<file path="config.mk">
export PLATFORM = sky130hd
export DESIGN_NAME = piso_load_arbiter
export DESIGN_NICKNAME = d
export VERILOG_FILES = /design/src/rtl/piso_load_arbiter.sv
export SDC_FILE = /design/constraint.sdc
export NUM_CORES = 1
export LEC_CHECK = 0
export ABC_AREA = 0
export ABC_CLOCK_PERIOD_IN_PS = 2600
export CORE_MARGIN = 4
export CORE_UTILIZATION = 44
export DETAILED_ROUTE_END_ITERATION = 10
export PLACE_DENSITY = 0.8
export SLEW_MARGIN = 20
export SYNTH_ARGS = -nofsm -noshare
export SYNTH_HDL_FRONTEND = slang
export SYNTH_SLANG_ARGS = --single-unit
</file>
<file path="constraint.sdc">
create_clock -name clk -period 2.6 [get_ports clk]
set_input_delay 0.39 -clock clk [delete_from_list [all_inputs] [get_ports clk]]
set_output_delay 0.39 -clock clk [all_outputs]
set_load 0.05 [all_outputs]
</file>
<file path="src/rtl/piso_load_arbiter.sv">
// Two-requester round-robin arbiter that feeds whole frames of 16-bit words
// into a parallel-in/serial-out serializer, one word per serializer idle slot.
module piso_load_arbiter #(
  parameter int FRAME_WORDS = 4
) (
  input  logic        clk,
  input  logic        rst_n,
  input  logic        enable_i,
  input  logic [1:0]  req_valid_i,
  input  logic [15:0] req0_data_i,
  input  logic [15:0] req1_data_i,
  output logic [1:0]  req_ready_o,
  input  logic        piso_busy_i,
  output logic        load_o,
  output logic [15:0] data_o,
  output logic [1:0]  grant_o,
  output logic        frame_done_o,
  output logic        busy_o
);

  typedef enum logic [1:0] {IDLE, LOAD, WAIT, DRAIN} state_t;

  localparam logic [7:0] LAST_WORD = 8'(FRAME_WORDS);

  state_t      state;
  logic [7:0]  word_cnt;
  logic        rr_ptr;
  logic [1:0]  rr_pick;
  logic [1:0]  accept;
  logic [15:0] accept_data;

  // The preferred requester wins when valid; otherwise the other one may take the frame.
  always_comb begin
    rr_pick = 2'b00;
    if (!rr_ptr)
      rr_pick = req_valid_i[0] ? 2'b01 : (req_valid_i[1] ? 2'b10 : 2'b00);
    else
      rr_pick = req_valid_i[1] ? 2'b10 : (req_valid_i[0] ? 2'b01 : 2'b00);
  end

  // Ready is withheld during reset so nothing is accepted on a reset edge.
  always_comb begin
    req_ready_o = 2'b00;
    if (rst_n) begin
      case (state)
        IDLE:    if (enable_i) req_ready_o = rr_pick;
        DRAIN:   if (!piso_busy_i && word_cnt < LAST_WORD) req_ready_o = grant_o;
        default: req_ready_o = 2'b00;
      endcase
    end
    accept      = req_ready_o & req_valid_i;
    accept_data = accept[1] ? req1_data_i : req0_data_i;
  end

  assign busy_o = (state != IDLE);

  always_ff @(posedge clk) begin
    if (!rst_n) begin
      state        <= IDLE;
      word_cnt     <= 8'd0;
      rr_ptr       <= 1'b0;
      load_o       <= 1'b0;
      data_o       <= 16'd0;
      grant_o      <= 2'b00;
      frame_done_o <= 1'b0;
    end else begin
      load_o       <= 1'b0;
      frame_done_o <= 1'b0;
      case (state)
        IDLE: begin
          if (|accept) begin
            grant_o  <= accept;
            word_cnt <= 8'd1;
            load_o   <= 1'b1;
            data_o   <= accept_data;
            state    <= LOAD;
          end
        end
        LOAD: state <= WAIT;
        // The serializer only raises busy on this edge, so it is not consulted yet.
        WAIT: state <= DRAIN;
        DRAIN: begin
          if (|accept) begin
            word_cnt <= word_cnt + 8'd1;
            load_o   <= 1'b1;
            data_o   <= accept_data;
            state    <= LOAD;
          end else if (!piso_busy_i && word_cnt == LAST_WORD) begin
            frame_done_o <= 1'b1;
            rr_ptr       <= grant_o[0];
            grant_o      <= 2'b00;
            state        <= IDLE;
          end
        end
        default: state <= IDLE;
      endcase
    end
  end

endmodule
</file>
Yosys cells after proc, flatten, opt, wreduce, memory -nomap -nowiden:

Index checks and enable logic that the tools add are counted.

* multiplexer cells: 22
* multiply operators: 0
* shifts and indexed selects: 0
* eq/ne operators: 9
* bitwise operators: 4
* magnitude comparators: 1
* reductions and logical operators: 15
* $add $sub $neg: 1
* divide/modulo/power cells: 0

Operator list (number)
* $mux W2: 12
* $mux W16: 1
* $mux W8: 2
* $pmux W8 S2: 1
* $add A8 B1 Y8 const B: 1
* $eq A8 B3 Y1 const B: 1
* $lt A8 B3 Y1 const B: 1
* $ne A2 B2 Y1 const B: 4
* $pmux W2 S2: 2
* $pmux W2 S4: 1
* $reduce_and A2 Y1: 3
* $reduce_and A3 Y1: 2
* $eq A2 B2 Y1 const B: 2
* $reduce_and A4 Y1: 1
* $reduce_bool A2 Y1: 2
* $reduce_or A2 Y1: 2
* $reduce_or A4 Y1: 1
* $mux W1: 3
* $ne A3 B3 Y1 const B: 1
* $not A1 Y1: 3
* $and A2 B2 Y2: 1
* $eq A2 B1 Y1 const B: 1
* $logic_and A1 B1 Y1: 2
* $logic_not A2 Y1: 1
* $logic_not A1 Y1: 1

* bits in latches: 0
* bits in registers: 31
* output and inout bits: 23
* input bits: 38
* ROM bits: 0
* memories kept: 0
* bits in writable memories: 0
* logic and storage cells: 59

Depth between registers and ports, before layout:

* word-level depth: 10
* gate-level depth with buffers: 9
* depth with buffers taken out: 8

Least setup slack after synthesis:

Ideal clock, no wire load.

* path kind: register -> output
* from: register state[0]
* to: output port req_ready_o[0]
* path slack: 0.385 ns
* required time: 2.210 ns
* path buffers: 1
* cell stages (with the launch flop): 6
* arrival: 1.825 ns
* cells stage by stage: dfxtp_1 > inv_1 > ha_1 > clkbuf_1 > nand2b_1 > a21oi_1

* longest elaborated chain between the ends: 3
* elaborated cells between the ends (all ways): 4
* classes of those cells: eq/ne (1); mux (2); reduce/logical (1)

RTL lines
* start: declaration: RTL line 25 `state_t state;`
* start signal: assignment: RTL line 59 `state <= IDLE;`
* start signal: assignment: RTL line 76 `state <= LOAD;`
* start signal: assignment: RTL line 79 `LOAD: state <= WAIT;`
* $eq A2 B2 Y1 or $logic_not A2 Y1 (tied branches): RTL line 45 `case (state)`
* $pmux W2 S2 *: RTL line 45
* $mux W2 *: RTL line 44 `if (rst_n) begin`
* end: declaration: RTL line 12 `output logic [1:0] req_ready_o,`

Mark *: on every way between the ends. The rest lies on a longest branch, timed or not.

Worst setup path after layout:

* from: register state[0]
* to: output port req_ready_o[1]

Same word-level chain as after synthesis.

==> results.txt <==
Max-slew headroom = 0.633
crit-path max FO = 8
prevailing post-synth register cell = dfxtp_1
pin count of the biggest net entering global routing = 33
Power Density = 743 nW/um^2
Synthesized Nets = 238
Netlist cell types = 39
Die Ht = 68.9 um
routed wire length = 4390 um
number of fillers in the final layout = 304
Clock Sinks = 31
RSZ-0062 raised after global routing = no
drc violations = 0
number of global-route vias before repair = 1524
Std-Cell Rows = 21
cell leakage power = 0.824 nW
main area contributors after synthesis = dfxtp_1 38%, nand2_1 9.0%, a311oi_1 8.6%, nor2_1 6.4%, a311oi_2 3.7%
post-place setup slack = 0.252 ns
setup violators final = 0
Skew-Pair Late Insertion Delay = 0.27 ns
initial antenna violation count = 0
Starting Density = 0.470
drt wl/cell = 14.6 um
Util after Layout = 0.683
cts hold-fix bufs = 0
#FFs+latches synth = 31
most frequent cells in the layout = 58 x clkdlybuf4s50_1, 39 x nand2_1, 31 x dfxtp_1
CTS resizes = 0
Yosys top cell by area = dfxtp_1
outcome = complete, no violations
area of the multi-input gates = 901 um^2
Fmax = 0.435 GHz
wire length of the first global-routing pass = 6750 um
Sequential Area = 621 um^2
final worst slack = 0.303 ns
Ys Warns = 0
Total Routing Usage GR = 0.191
slew at the pin closest to its max-slew limit = 0.548 ns
clock-pin slew on the worst setup and hold paths = 0.06 ns
Clock Skew = 0.00450 ns
Nets = 296
DRT iter0 DRCs = 109
CTS Buf Count = 5
worst vdd ir = 372 uV
total iterations of the first detailed-routing run = 4
clock buffer depth = 2
Routed Antenna Nets = 0
total gr overflow = 0
commonest non-fill, non-tap cell in the layout = clkdlybuf4s50_1
CTS H-tree lvls = 2
Die X = 68.9 um
post-synth top area share = 0.380
dpl hpwl = 3200 um
Slew Viols, Final = 0
Final GP Congestion = 0.811
I/O Buffers = 60
die area = 4750 um^2
Top-Level Pins = 61
Period minus WS final = 2.30 ns
Synth async-reset ratio = 0
Core Area = 3470 um^2
crit path launch type = flop
DR vias/cell = 5.48
sequential-to-total area share from yosys stat = 0.380
share of layout cells above drive strength 1 = 0.0945
Syn Std Cell Area = 1630 um^2
Critical Path End Type = output pin
area grow syn2layout = 45.1%
EDFF count, synth = 0
Worst Hold Margin = 0.478 ns
Final period util = 0.883
Syn Area/Cell = 8.32 um^2
CTS tree = yes
via count = 1644
CP required = 2.21 ns
CP Class = flop to output pin
data arrival time of the worst path = 1.91 ns
postcts setup bufs = 0
final hold viol count = 0
worst hold path class = flop to flop
Max Cap Viol = 0
Clock Root Buffer = clkbuf_8
Ant. Diodes = 0
Gate Count Post-Synth = 196
Setup TNS = 0 ns
-- cell usage after synthesis (2+ instances only) --
| cell | n |
|---|---|
| nand4_1 | 2 |
| a311oi_2 | 4 |
| a31oi_1 | 2 |
| a21o_1 | 2 |
| inv_1 | 8 |
| a21oi_1 | 5 |
| nand2_1 | 39 |
| nor2_1 | 28 |
| mux2i_1 | 2 |
| nand3_1 | 7 |
| xnor2_1 | 6 |
| a311oi_1 | 16 |
| nor3_1 | 4 |
| buf_6 | 3 |
| a211oi_1 | 2 |
| dfxtp_1 | 31 |
| ha_1 | 4 |
| a32o_1 | 2 |
| clkbuf_1 | 9 |
-- layout make-up --
class,count,area share
clock buffers,6,0.0349
clock inverters,1,0.00211
inverters,8,0.0127
multi-input cells,143,0.381
flip-flops and latches,31,0.262
well taps,46,0.0243
repair buffers,65,0.283
-- final timing paths --
path         slack, ns        endpoint       start  depth (start not counted)
max               0.30  req_ready_o[1]    state[0]                          5
min               0.48      data_o[13]  data_o[13]                          2
max reg2reg       0.42      grant_o[1]    state[0]                          7
min reg2reg       0.48      data_o[13]  data_o[13]                          2
-- power by group --
part           switching [mW]  internal, mW
clock                   0.166         0.207
sequential             0.0456         0.543
combinational           0.495         0.302
-- registers in the layout, indices dropped and copies added (netlist names) --
signal	cells
frame_done_o	1
word_cnt	8
state	2
grant_o	2
data_o	16
load_o	1
rr_ptr	1
-- kinds of logic after synthesis --
| group | count (synthesis) | share of synthesized area |
|---|---|---|
| multiplexers | 2 | 0.0123 |
| AND/OR/NAND/NOR | 91 | 0.265 |
| adder cells (fa/ha/maj) | 4 | 0.0307 |
| buffers and inverters | 22 | 0.0675 |
| AO/OA/AOI/OAI | 40 | 0.212 |
| flip-flops | 31 | 0.380 |
| XOR/XNOR | 6 | 0.0322 |
-- critical path, cell delays in order, from the launching register on --
cell	delay, ns
dfxtp_1	0.35
ha_1	0.36
nor4b_4	0.30
nand3_1	0.17
a21oi_1	0.27
buf_12	0.18
-- metal layers --
layer  routed length, um  up-vias  share of wire  track usage
li1                    -      812              -            -
met1                1940      767           0.44        0.238
met2                2080       56           0.47        0.307
met3                 286        9          0.065       0.0551
met4                  80        0          0.018       0.0754
met5                   0        -              0            0
-- through the flow --
stage	cells	instance area (um^2)	total power [mW]
after floorplan	196	1630	1.12
after global placement	293	2280	1.39
after detailed placement	293	2280	1.39
after CTS	300	2370	1.77
after global routing	300	2370	1.86
final	300	2370	1.76
Note: power is estimated with default switching activity, not from simulation.
